File: src/rtl/sipo_stream.sv
// Parametrised serial-in/parallel-out deserializer with a one-entry
// valid/ready output register, bit-order select, clear and sticky overrun.
module sipo_stream #(
    parameter int WIDTH     = 4,
    parameter bit LSB_FIRST = 1'b0,
    localparam int CW       = $clog2(WIDTH)
) (
    input  logic             clk,
    input  logic             rst,
    input  logic             en,
    input  logic             serial,
    input  logic             clear,
    input  logic             ready,
    output logic [WIDTH-1:0] parallel,
    output logic             valid,
    output logic             overrun,
    output logic [CW-1:0]    bit_count
);

    localparam logic [CW-1:0] LAST = CW'(WIDTH - 1);

    logic [WIDTH-1:0] sr_q, sr_d;
    logic [CW-1:0]    cnt_q, cnt_d;
    logic [WIDTH-1:0] par_q, par_d;
    logic             valid_q, valid_d;
    logic             ovr_q, ovr_d;
    logic [WIDTH-1:0] shifted;
    logic             done;

    always_comb begin
        if (LSB_FIRST) begin
            shifted = {serial, sr_q[WIDTH-1:1]};
        end else begin
            shifted = {sr_q[WIDTH-2:0], serial};
        end
    end

    // clear outranks en, so a frame can never complete on a clear edge
    assign done = en && !clear && (cnt_q == LAST);

    always_comb begin
        sr_d    = sr_q;
        cnt_d   = cnt_q;
        par_d   = par_q;
        valid_d = valid_q;
        ovr_d   = ovr_q;

        if (clear) begin
            sr_d  = '0;
            cnt_d = '0;
            ovr_d = 1'b0;
        end else if (en) begin
            sr_d  = shifted;
            cnt_d = done ? '0 : cnt_q + 1'b1;
        end

        if (done) begin
            if (!valid_q || ready) begin
                par_d   = shifted;
                valid_d = 1'b1;
            end else begin
                ovr_d = 1'b1;
            end
        end else if (valid_q && ready) begin
            valid_d = 1'b0;
        end
    end

    always_ff @(posedge clk) begin
        if (!rst) begin
            sr_q    <= '0;
            cnt_q   <= '0;
            par_q   <= '0;
            valid_q <= 1'b0;
            ovr_q   <= 1'b0;
        end else begin
            sr_q    <= sr_d;
            cnt_q   <= cnt_d;
            par_q   <= par_d;
            valid_q <= valid_d;
            ovr_q   <= ovr_d;
        end
    end

    assign parallel  = par_q;
    assign valid     = valid_q;
    assign overrun   = ovr_q;
    assign bit_count = cnt_q;

endmodule

File: config.mk
export PLATFORM = sky130hd
export DESIGN_NAME = sipo_stream
export DESIGN_NICKNAME = d
export VERILOG_FILES = /design/src/rtl/sipo_stream.sv
export SDC_FILE = /design/constraint.sdc
export NUM_CORES = 1
export LEC_CHECK = 0
export CAP_MARGIN = 30
export CORE_AREA = 2 2 39 41
export CTS_CLUSTER_SIZE = 12
export DETAILED_ROUTE_END_ITERATION = 8
export DIE_AREA = 0 0 41 43
export PLACE_DENSITY = 0.71
export RECOVER_POWER = 25
export REMOVE_ABC_BUFFERS = 1
export SLEW_MARGIN = 20
export SYNTH_ARGS = -nofsm -noshare
export SYNTH_HDL_FRONTEND = slang
export SYNTH_SLANG_ARGS = --single-unit
export TNS_END_PERCENT = 50
File: constraint.sdc
create_clock -name clk -period 1.4 [get_ports clk]
set_input_delay 0.28 -clock clk [delete_from_list [all_inputs] [get_ports clk]]
set_output_delay 0.28 -clock clk [all_outputs]
set_load 0.05 [all_outputs]
==> flow_summary.yaml <==
floorplanning:
  start_util: 0.3228
  die_area_um2: 1763
  io_pins: 14
  chipHeight_um: 43
  rows: 14
  core_area_um2: 1384
  fp.dieW_um: 41
synthesis:
  yosysTopAreaCell: "dfxtp_1"
  synth-xor-area-share: 0
  synth_enable_flop_cells: 0
  synthDistinctLibCells: 16
  synthFlopType: "dfxtp_1"
  synth_top_family_by_area: "simple AND/OR/NAND/NOR gates"
  synth_fa_ha_area_frac: 0.02801
  ys_async_sr_fraction: 0
  synthCells: 46
  synthMuxAreaShare: 0.1793
  yosysMostFrequentCell: "dfxtp_1"
  ys_seq_area_frac: 0.4930
  ys_seq_elements: 11
  synth_compound_area_frac: 0.04202
  synth-simple-area-share: 0.2213
  synthTopCellsByCount: "dfxtp_1 (11), mux2i_1 (8), nand2_1 (8)"
  ys_top_cells_by_area: "dfxtp_1 (49%), mux2i_1 (18%), nand2_1 (6.7%)"
  syn_area_per_cell_um2: 9.710
  yosys.area.top_type_share: 0.4930
  ys.warnings.count: 0
  synthesis.area_um2: 446.7
sta:
  fin_crit_sh: 0.9086
  tightestPinTransition_ns: 0.2880
  rsz0062_at_grt: "false"
  hold_viol: 0
  slew_viol_final: 0
  relSlewSlack: 0.8074
  fin_skew_ns: 0.002888
  max_freq_ghz: 0.7861
  finalSetupViolCount: 0
  worst_hold_slack_ns: 0.4583
  period_minus_slack_ns: 1.272
final_layout:
  layout.nets: 73
  layout-drive-gt1-share: 0.2923
  syn2layout_area_growth_pct: 58.82
  n_antenna_cell: 0
  nFillCells: 124
  fin_cells: 81
worst_setup_path:
  path_class: "in2reg"
  path_max_fanout: 4
  end_kind: "flop"
  worstPathRequired_ns: 1.59
  crit_chain: "dlygate4sd3_1 > nand2_2 > nor3_4 > mux2i_1"
  arrival_ns: 1.46
  worstSetupStartpointType: "primary input"
  max_stage_delay_ns: 0.56
  path_delay_family: "buffers and inverters"
  critPathBufInv: 1
  slowest_stage: "dlygate4sd3_1"
grt:
  grt_max_degree: 10
  grt_pass1_wl_mm: 1.393
  antenna_found_initial: 0
  grt-ovfl-total: 0
  grt_pass1_vias: 358
  track_usage: 0.1190
pwr:
  leakage_nw: 0.2771
  power_switching_uw: 126.6
  combPwrFrac: 0.101
  p_int_uw: 457.6
  p_sw_frac: 0.2167
  pwr-share-clk: 0.355
  power_density_nw_per_um2: 823.4
  vdd_ir_drop_max_uv: 342.3
  p_seq_frac: 0.545
clocking:
  clk_latency_ns: 0.26
  post-cts-setup-buffers: 0
  htree_levels: 1
  cts_buffer_depth: 2
  cts_tree: "done"
  clk_pin_slew_ns: 0.06
  numCtsBuffers: 3
  cts_sinks: 11
  clockRootBuffer: "clkbuf_4"
drt:
  drt_pass1_iterations: 2
  routed_wl_um: 833
  wl_per_cell_um: 10.28
  num_vias: 355
  antenna_violating_nets_post_route: 0
  drc: 0
  vias_per_cell: 4.383
  drt-initial-drc-count: 5
worst_hold_path:
  hp-class: "reg2reg"
placed_design:
  routabilityCongestion: 0.5926
  portBuffers: 13
  dp_hpwl_um: 644.3
  dp_cells: 77
outcome:
  status: "complete, no violations"
flow_run:
  drv_cap: 0
==> cell families (layout without fill, tap and decap cells) <==
| group | Yosys count | in the layout |
|---|---|---|
| buffers and inverters | 3 | 22 |
| adders and majority gates | 1 | 1 |
| muxes | 8 | 8 |
| and+or+nand+nor | 20 | 20 |
| AOI/OAI and AO/OA | 3 | 3 |
| DFF | 11 | 11 |
==> cell usage in the layout (no fill, tap or decap), drive strengths merged <==
master         synthesis  routed
dfxtp                 11      11
a21oi                  1       1
inv                    1       1
ha                     1       1
nand2b                 1       1
buf                    2      10
nor3b                  1       1
nor2b                  1       1
nor3                   1       1
clkbuf                 0       6
clkdlybuf4s50          0       4
o21a                   1       1
nand2                  9       9
dlygate4sd3            0       1
mux2i                  8       8
nor2                   7       7
a31oi                  1       1
==> state kept, by name, indices dropped and copies added, names as in the netlist <==
signal	cells
bit_count	2
valid	1
sr_q	3
parallel	4
overrun	1
==> metal layers <==
metal,track usage,vias up,share of wire
met5,0,-,0
met3,0.03141,0,0.091
met1,0.1270,150,0.43
li1,-,193,-
met4,0.08000,0,0
met2,0.1906,12,0.48
==> layout make-up <==
cell class,count,area [um^2],area share
repair buffers,17,225.2,0.3175
multi-input cells,32,212.7,0.2998
well taps,16,20.02,0.02822
inverters,1,3.754,0.005291
flip-flops and latches,11,221.5,0.3122
clock buffers,4,26.28,0.03704
==> final timing paths <==
kind                        startpoint                       end  slack [ns]  depth (start not counted)
max reg2reg  bit_count[1]$_SDFFE_PP0P_  parallel[3]$_SDFFE_PN0P_        0.13                          4
max                                 en  parallel[3]$_SDFFE_PN0P_        0.13                          4
min reg2reg   parallel[0]$_SDFFE_PN0P_  parallel[0]$_SDFFE_PN0P_        0.46                          2
min           parallel[0]$_SDFFE_PN0P_  parallel[0]$_SDFFE_PN0P_        0.46                          2
==> timing repair <==
| item | 4_1_cts | 5_1_grt |
|---|---|---|
| resized for setup | 0 | 2 |
| hold buffers | 0 | 0 |
| setup endpoints to repair | 0 | 3 |
==> stage by stage <==
step                utilization  instance area [um^2]  setup slack (ns)  power (mW)  setup TNS [ns]
floorplan                     -                 434.2          -0.08712      0.3445         -0.3485
global placement         0.5018                 694.4          0.009824      0.3842               0
detailed placement       0.5018                 694.4         -0.009771      0.3844       -0.009771
CTS                      0.5208                 720.7           0.09864      0.5941               0
global route             0.5127                 709.4           0.01625      0.6084               0
finish                   0.5127                 709.4            0.1280      0.5842               0
==> tightest hold or removal path: stages, from the launching register on <==
cell     delay (ns)
dfxtp_1        0.31
nand2_1        0.05
mux2i_1        0.05
==> power by group through the flow <==
stage / sequential, mW / clock [mW] / combinational [mW]
final: 0.318 / 0.207 / 0.0588
after global routing: 0.318 / 0.226 / 0.0641
after CTS: 0.318 / 0.216 / 0.0600
after detailed placement: 0.325 / 0 / 0.0592
after global placement: 0.325 / 0 / 0.0591
after floorplan: 0.331 / 0 / 0.0131
Power figures use the tool's default switching activity.
